## config.mk

```make
export PLATFORM = sky130hd
export DESIGN_NAME = dmem_arbiter
export DESIGN_NICKNAME = d
export VERILOG_FILES = /design/src/rtl/dmem_arbiter.sv
export SDC_FILE = /design/constraint.sdc
export NUM_CORES = 1
export LEC_CHECK = 0
export CORE_AREA = 2 2 100 102
export CTS_BUF_LIST = sky130_fd_sc_hd__clkbuf_8 sky130_fd_sc_hd__clkbuf_16
export CTS_CLUSTER_DIAMETER = 30
export CTS_CLUSTER_SIZE = 14
export DETAILED_ROUTE_END_ITERATION = 10
export DIE_AREA = 0 0 102 104
export GPL_TIMING_DRIVEN = 0
export SYNTH_ARGS = -nofsm -noshare
export SYNTH_HDL_FRONTEND = slang
export SYNTH_SLANG_ARGS = --single-unit
```

## constraint.sdc

```tcl
create_clock -name clk -period 5.6 [get_ports clk]
set_input_delay 1.12 -clock clk [delete_from_list [all_inputs] [get_ports clk]]
set_output_delay 1.12 -clock clk [all_outputs]
set_load 0.01 [all_outputs]
```

## src/rtl/dmem_arbiter.sv

```systemverilog
// dmem_arbiter: bounded-burst round-robin arbiter sharing one single-port data memory between two requesters
// Ports:
//   clk, rst                    clock, synchronous active-high reset
//   pN_req/we/addr/wdata/mask   port N access request (N = 0 CPU LSU, 1 debug/loader)
//   pN_gnt                      port N accepted this cycle (combinational)
//   pN_rvalid/rdata             port N read response, one cycle after the grant
//   mem_addr/we/mask/wdata      memory drive for the granted access
//   mem_rdata                   memory read data, one cycle after a read
module dmem_arbiter #(
    parameter int MAX_BURST = 4,
    parameter int ADDR_W    = 14
) (
    input  logic              clk,
    input  logic              rst,
    input  logic              p0_req,
    input  logic              p0_we,
    input  logic [ADDR_W-1:0] p0_addr,
    input  logic [31:0]       p0_wdata,
    input  logic [3:0]        p0_mask,
    input  logic              p1_req,
    input  logic              p1_we,
    input  logic [ADDR_W-1:0] p1_addr,
    input  logic [31:0]       p1_wdata,
    input  logic [3:0]        p1_mask,
    output logic              p0_gnt,
    output logic              p1_gnt,
    output logic              p0_rvalid,
    output logic              p1_rvalid,
    output logic [31:0]       p0_rdata,
    output logic [31:0]       p1_rdata,
    output logic [ADDR_W-1:0] mem_addr,
    output logic              mem_we,
    output logic [3:0]        mem_mask,
    output logic [31:0]       mem_wdata,
    input  logic [31:0]       mem_rdata
);
    localparam logic [3:0] MAX_B = 4'(MAX_BURST);
    logic       owner_q, owner_d;
    logic [3:0] burst_cnt_q, burst_cnt_d;
    logic       rd_pend_q, rd_pend_d;
    logic       rd_port_q, rd_port_d;
    logic       gnt_any, sel;
    always_comb begin
        // sel is the winning port; with both requesting the owner keeps the port until its burst is used up
        sel         = (p0_req & p1_req) ? ((burst_cnt_q < MAX_B) ? owner_q : ~owner_q) : p1_req;
        gnt_any     = ~rst & (p0_req | p1_req);
        p0_gnt      = gnt_any & ~sel;
        p1_gnt      = gnt_any & sel;
        mem_addr    = p1_gnt ? p1_addr : p0_addr;
        mem_wdata   = p1_gnt ? p1_wdata : p0_wdata;
        mem_we      = gnt_any & (sel ? p1_we : p0_we);
        mem_mask    = gnt_any ? (sel ? p1_mask : p0_mask) : 4'd0;
        owner_d     = gnt_any ? sel : owner_q;
        burst_cnt_d = !gnt_any ? burst_cnt_q :
                      (sel != owner_q) ? 4'd1 :
                      (burst_cnt_q < MAX_B) ? burst_cnt_q + 4'd1 : burst_cnt_q;
        rd_pend_d   = gnt_any & ~mem_we;
        rd_port_d   = gnt_any ? sel : rd_port_q;
        // a response in flight when reset arrives is suppressed immediately
        p0_rvalid   = ~rst & rd_pend_q & ~rd_port_q;
        p1_rvalid   = ~rst & rd_pend_q & rd_port_q;
        p0_rdata    = mem_rdata;
        p1_rdata    = mem_rdata;
    end
    always_ff @(posedge clk) begin
        if (rst) begin
            owner_q     <= 1'b0;
            burst_cnt_q <= 4'd0;
            rd_pend_q   <= 1'b0;
            rd_port_q   <= 1'b0;
        end else begin
            owner_q     <= owner_d;
            burst_cnt_q <= burst_cnt_d;
            rd_pend_q   <= rd_pend_d;
            rd_port_q   <= rd_port_d;
        end
    end
endmodule

```

==> impl_summary.log <==
[metrics] post-layout power: 0.4225 mW
[metrics] Final Cycle Share: between 80 and 90%
[metrics] slack of the worst reg-to-reg path: 3960 ps
[metrics] proportion of synthesized chip area in sequential cells: roughly 7.7%
[metrics] clock insertion delay at the later pin of the skew report: 230 ps
[metrics] footprint of the multi-input gates: around 850 sq um
[metrics] RSZ-0062 raised after global routing: false
[metrics] number of flip-flops and latches in the synthesized netlist: 6
[metrics] result of the run: completed
[metrics] power density cells: about 110 mW/mm^2
[metrics] synthesized netlist cell count: approximately 160
[metrics] initial antenna violation count: 0
[metrics] max-slew violation count: 0
[metrics] Crit path required time: between 4000 and 5000 ps
[metrics] critical path's most frequent cell: sky130_fd_sc_hd__clkdlybuf4s50_1
[metrics] Post-Route Hold Slack: 499.7 ps
[metrics] leakage component of the power: approximately 1.7 nW
[metrics] origin of the worst setup path: p0_req
[metrics] slowest library cell on the worst path: sky130_fd_sc_hd__clkdlybuf4s50_1
[metrics] Synth Area per Inst: 9.518 sq um
[metrics] critical path depth: 7
[metrics] critical path peak fanout: 10
[metrics] Setup CP Type: in2out
[metrics] aggregate routed wire length: 7090 um
[metrics] DRC violation count after routing: 0
[metrics] post-synthesis net count: 302
[metrics] WP buf/inv: 4
[metrics] commonest register cell after synthesis: sky130_fd_sc_hd__dfxtp_1
[metrics] cell count of the worst reg-to-reg path: 5
[metrics] number of rows in the core area: 36
[metrics] share of async-settable or async-resettable flops after synthesis: 0%
[metrics] number of hold buffers added after CTS: 0
[metrics] final hold violations: 0
[metrics] end point of the critical path: mem_wdata[16]
[metrics] overall global routing resource usage: a little under an eighth
[metrics] Overflow after GRT: 0
[metrics] final setup TNS: 0 ps
[metrics] first-pass GRT wire length: ~10,000 um
[metrics] number of synthesis warnings: 0
[metrics] kind of start point of the critical path: input port
[metrics] Routed WL per cell: 13.58 um
[metrics] starting density of the core: 16.25%
[metrics] Unique masters post-synth: 30
[metrics] die outline area: 0.01061 sq mm
[metrics] worst voltage drop across the vdd grid: roughly 0.00005 V
[metrics] H-tree level count: 1
[metrics] smallest setup slack after layout: 1018 ps
[metrics] category of the worst setup path capture point: primary output
[metrics] post-DR vias/cell: 3.716
[metrics] Pre-antenna DRT Iters: 4
[metrics] clock root cell: sky130_fd_sc_hd__clkbuf_8
[metrics] count of nets left with antenna violations after detail routing: 0
[metrics] peak per-stage delay on the critical path: roughly 550 ps
[metrics] Std-Cell Core Area: 0.009549 sq mm
[metrics] class of the tightest hold or removal check: reg2reg
[metrics] number of fillers in the final layout: approximately 950
[metrics] dpl hpwl: 6335 um
[metrics] count of instances resized after the clock tree is built: 0
[metrics] total CTS buffers: 3
[metrics] clock transition at the registers of the reported paths: approximately 30 ps
[metrics] y dimension of the die: 104 um
[metrics] launching point of the worst reg2reg path: burst_cnt_q[2]$_SDFFE_PP0P_
[metrics] Area growth, synth to finish: 157.3%
[metrics] vias in the first global route: 1,931
[metrics] I/O pin count: 257
[metrics] time the final worst path needs with I/O delays and setup: 4582 ps
[metrics] Horiz. Die Dim: a little over 100 um
[metrics] register area: around 120 sq um
[metrics] setup clock skew after layout: approximately 5 ps
[metrics] count of buffers added by post-CTS timing repair for setup: 0
[metrics] total of buffers placed on input and output ports: 223
[metrics] count of maximum capacitance violations: 0
[metrics] maximum clock rate: around 220 MHz
[metrics] Post-synth EDFFs: 0
[metrics] count of endpoints failing setup in the final report: 0
[metrics] arrival time at the worst endpoint: 3460 ps
[metrics] share of cells above drive strength 1: 31.62%
[metrics] ordered cell list for the critical path: clkdlybuf4s50_1, or4b_1, nand4_1, buf_6, buf_12, mux2_4, clkdlybuf4s50_1
[metrics] critical register-to-register path endpoint: rd_pend_q$_SDFF_PP0_
[metrics] number of antenna repair diodes: 0
[metrics] post-synthesis instance area: 0.001551 sq mm
[metrics] total via count in the routed design: 1,940
[metrics] worst slew margin relative to its limit: about two thirds
[metrics] Largest delay share family, worst path: buffers and inverters
[metrics] largest net degree at the start of global routing: 11
[metrics] net total in the final layout: 530
[metrics] slew of the pin with the lowest slew margin: 524.8 ps
[metrics] starting DRC count in detailed routing: 23
[metrics] Max Buffers Root-to-Sink: 2
[metrics] clock net sink count: 6
[metrics] Placement Setup Slack: 965.9 ps
[metrics] Routability Congestion: 0.8022
[metrics] TritonCTS clock tree: done
per-layer routing:
layer / vias to the layer above / GRT usage, % / routed length [um]
met1: 860 / 11.74 / 2429
met2: 113 / 24.77 / 4019
li1: 960 / - / -
met4: 0 / 1.905 / 72
met5: - / 0 / 0
met3: 7 / 2.487 / 569
flip-flops by register name, summed over array words and instances (netlist names):
signal       cells
burst_cnt_q      4
rd_port_q        1
rd_pend_q        1
power breakdown:
group	leakage, nW	switching (mW)	total, mW	internal [mW]
sequential	0.0492	0.00179	0.0475	0.0457
clock	0.0216	0.0192	0.0654	0.0462
combinational	1.63	0.0900	0.310	0.220
total	1.70	0.111	0.422	0.311
worst register-to-register path, cell delays in order (launching register included):
cell,delay (ps)
sky130_fd_sc_hd__dfxtp_1,360
sky130_fd_sc_hd__or4b_1,530
sky130_fd_sc_hd__nand4_1,190
sky130_fd_sc_hd__buf_6,200
sky130_fd_sc_hd__buf_12,160
sky130_fd_sc_hd__o2bb2ai_1,90
cell usage in the layout (no fill, tap or decap):
cell type	instances
sky130_fd_sc_hd__a22o_1	5
sky130_fd_sc_hd__dfxtp_1	6
sky130_fd_sc_hd__nand2_1	1
sky130_fd_sc_hd__a22oi_1	1
sky130_fd_sc_hd__or3_1	1
sky130_fd_sc_hd__mux2i_1	2
sky130_fd_sc_hd__o21ba_2	1
sky130_fd_sc_hd__mux2_4	19
sky130_fd_sc_hd__a311oi_1	1
sky130_fd_sc_hd__a32o_1	1
sky130_fd_sc_hd__buf_12	2
sky130_fd_sc_hd__and3_1	1
sky130_fd_sc_hd__nor3b_1	3
sky130_fd_sc_hd__nand4_1	1
sky130_fd_sc_hd__clkbuf_8	3
sky130_fd_sc_hd__ha_1	1
sky130_fd_sc_hd__inv_1	7
sky130_fd_sc_hd__buf_4	66
sky130_fd_sc_hd__o211ai_1	1
sky130_fd_sc_hd__buf_6	1
sky130_fd_sc_hd__clkbuf_1	1
sky130_fd_sc_hd__a21oi_1	1
sky130_fd_sc_hd__o2bb2ai_1	1
sky130_fd_sc_hd__or2_2	2
sky130_fd_sc_hd__buf_2	1
sky130_fd_sc_hd__o21ai_0	4
sky130_fd_sc_hd__o32ai_1	2
sky130_fd_sc_hd__or4b_1	1
sky130_fd_sc_hd__clkdlybuf4s50_1	223
sky130_fd_sc_hd__nand2b_1	1
sky130_fd_sc_hd__mux2_2	27
sky130_fd_sc_hd__a311oi_2	1
cells in the mapped netlist, drive strengths merged (2+ instances only):
master / instances / area, sq um
a22o: 5 / 43.79
a311oi: 2 / 23.77
buf: 70 / 551.8
dfxtp: 6 / 120.1
inv: 7 / 26.28
mux2: 46 / 589.3
mux2i: 2 / 20.02
nor3b: 3 / 22.52
o21ai: 4 / 20.02
o32ai: 2 / 17.52
or2: 2 / 12.51
area by class of cell:
cell class,instances,share of cell area [%]
clock buffers,3,1.034
inverters,7,0.6583
repair buffers,223,55.92
flip-flops and latches,6,3.009
plain buffers,71,13.92
well taps,133,4.169
multi-input cells,79,21.29
through the flow:
stage                     instance area, sq um  util [%]  instances
final                                     3991     41.80        522
after global routing                      3991     41.80        522
after CTS                                 3991     41.80        522
after detailed placement                  3950     41.37        519
after global placement                    3950     41.37        519
after floorplan                           1551         -        163
cells by family after synthesis:
kind of cell	Yosys count	synth area share [%]
AOI/OAI and AO/OA	19	9.920
buffers and inverters	78	37.50
muxes	48	39.27
adders and majority gates	1	0.8063
DFF	6	7.742
and+or+nand+nor	11	4.759
worst min path at each step:
stage / slack (ps) / endpoint / start / cells after the start
global placement: 460 / burst_cnt_q[1]$_SDFFE_PP0P_ / burst_cnt_q[1]$_SDFFE_PP0P_ / 2
floorplan: 450 / burst_cnt_q[1]$_SDFFE_PP0P_ / burst_cnt_q[1]$_SDFFE_PP0P_ / 2
detailed placement: 480 / burst_cnt_q[1]$_SDFFE_PP0P_ / burst_cnt_q[1]$_SDFFE_PP0P_ / 2
global route: 520 / burst_cnt_q[1]$_SDFFE_PP0P_ / burst_cnt_q[1]$_SDFFE_PP0P_ / 2
CTS: 510 / burst_cnt_q[1]$_SDFFE_PP0P_ / burst_cnt_q[1]$_SDFFE_PP0P_ / 2
finish: 500 / burst_cnt_q[1]$_SDFFE_PP0P_ / burst_cnt_q[1]$_SDFFE_PP0P_ / 2
No activity file was read; power rests on OpenSTA's default activity.
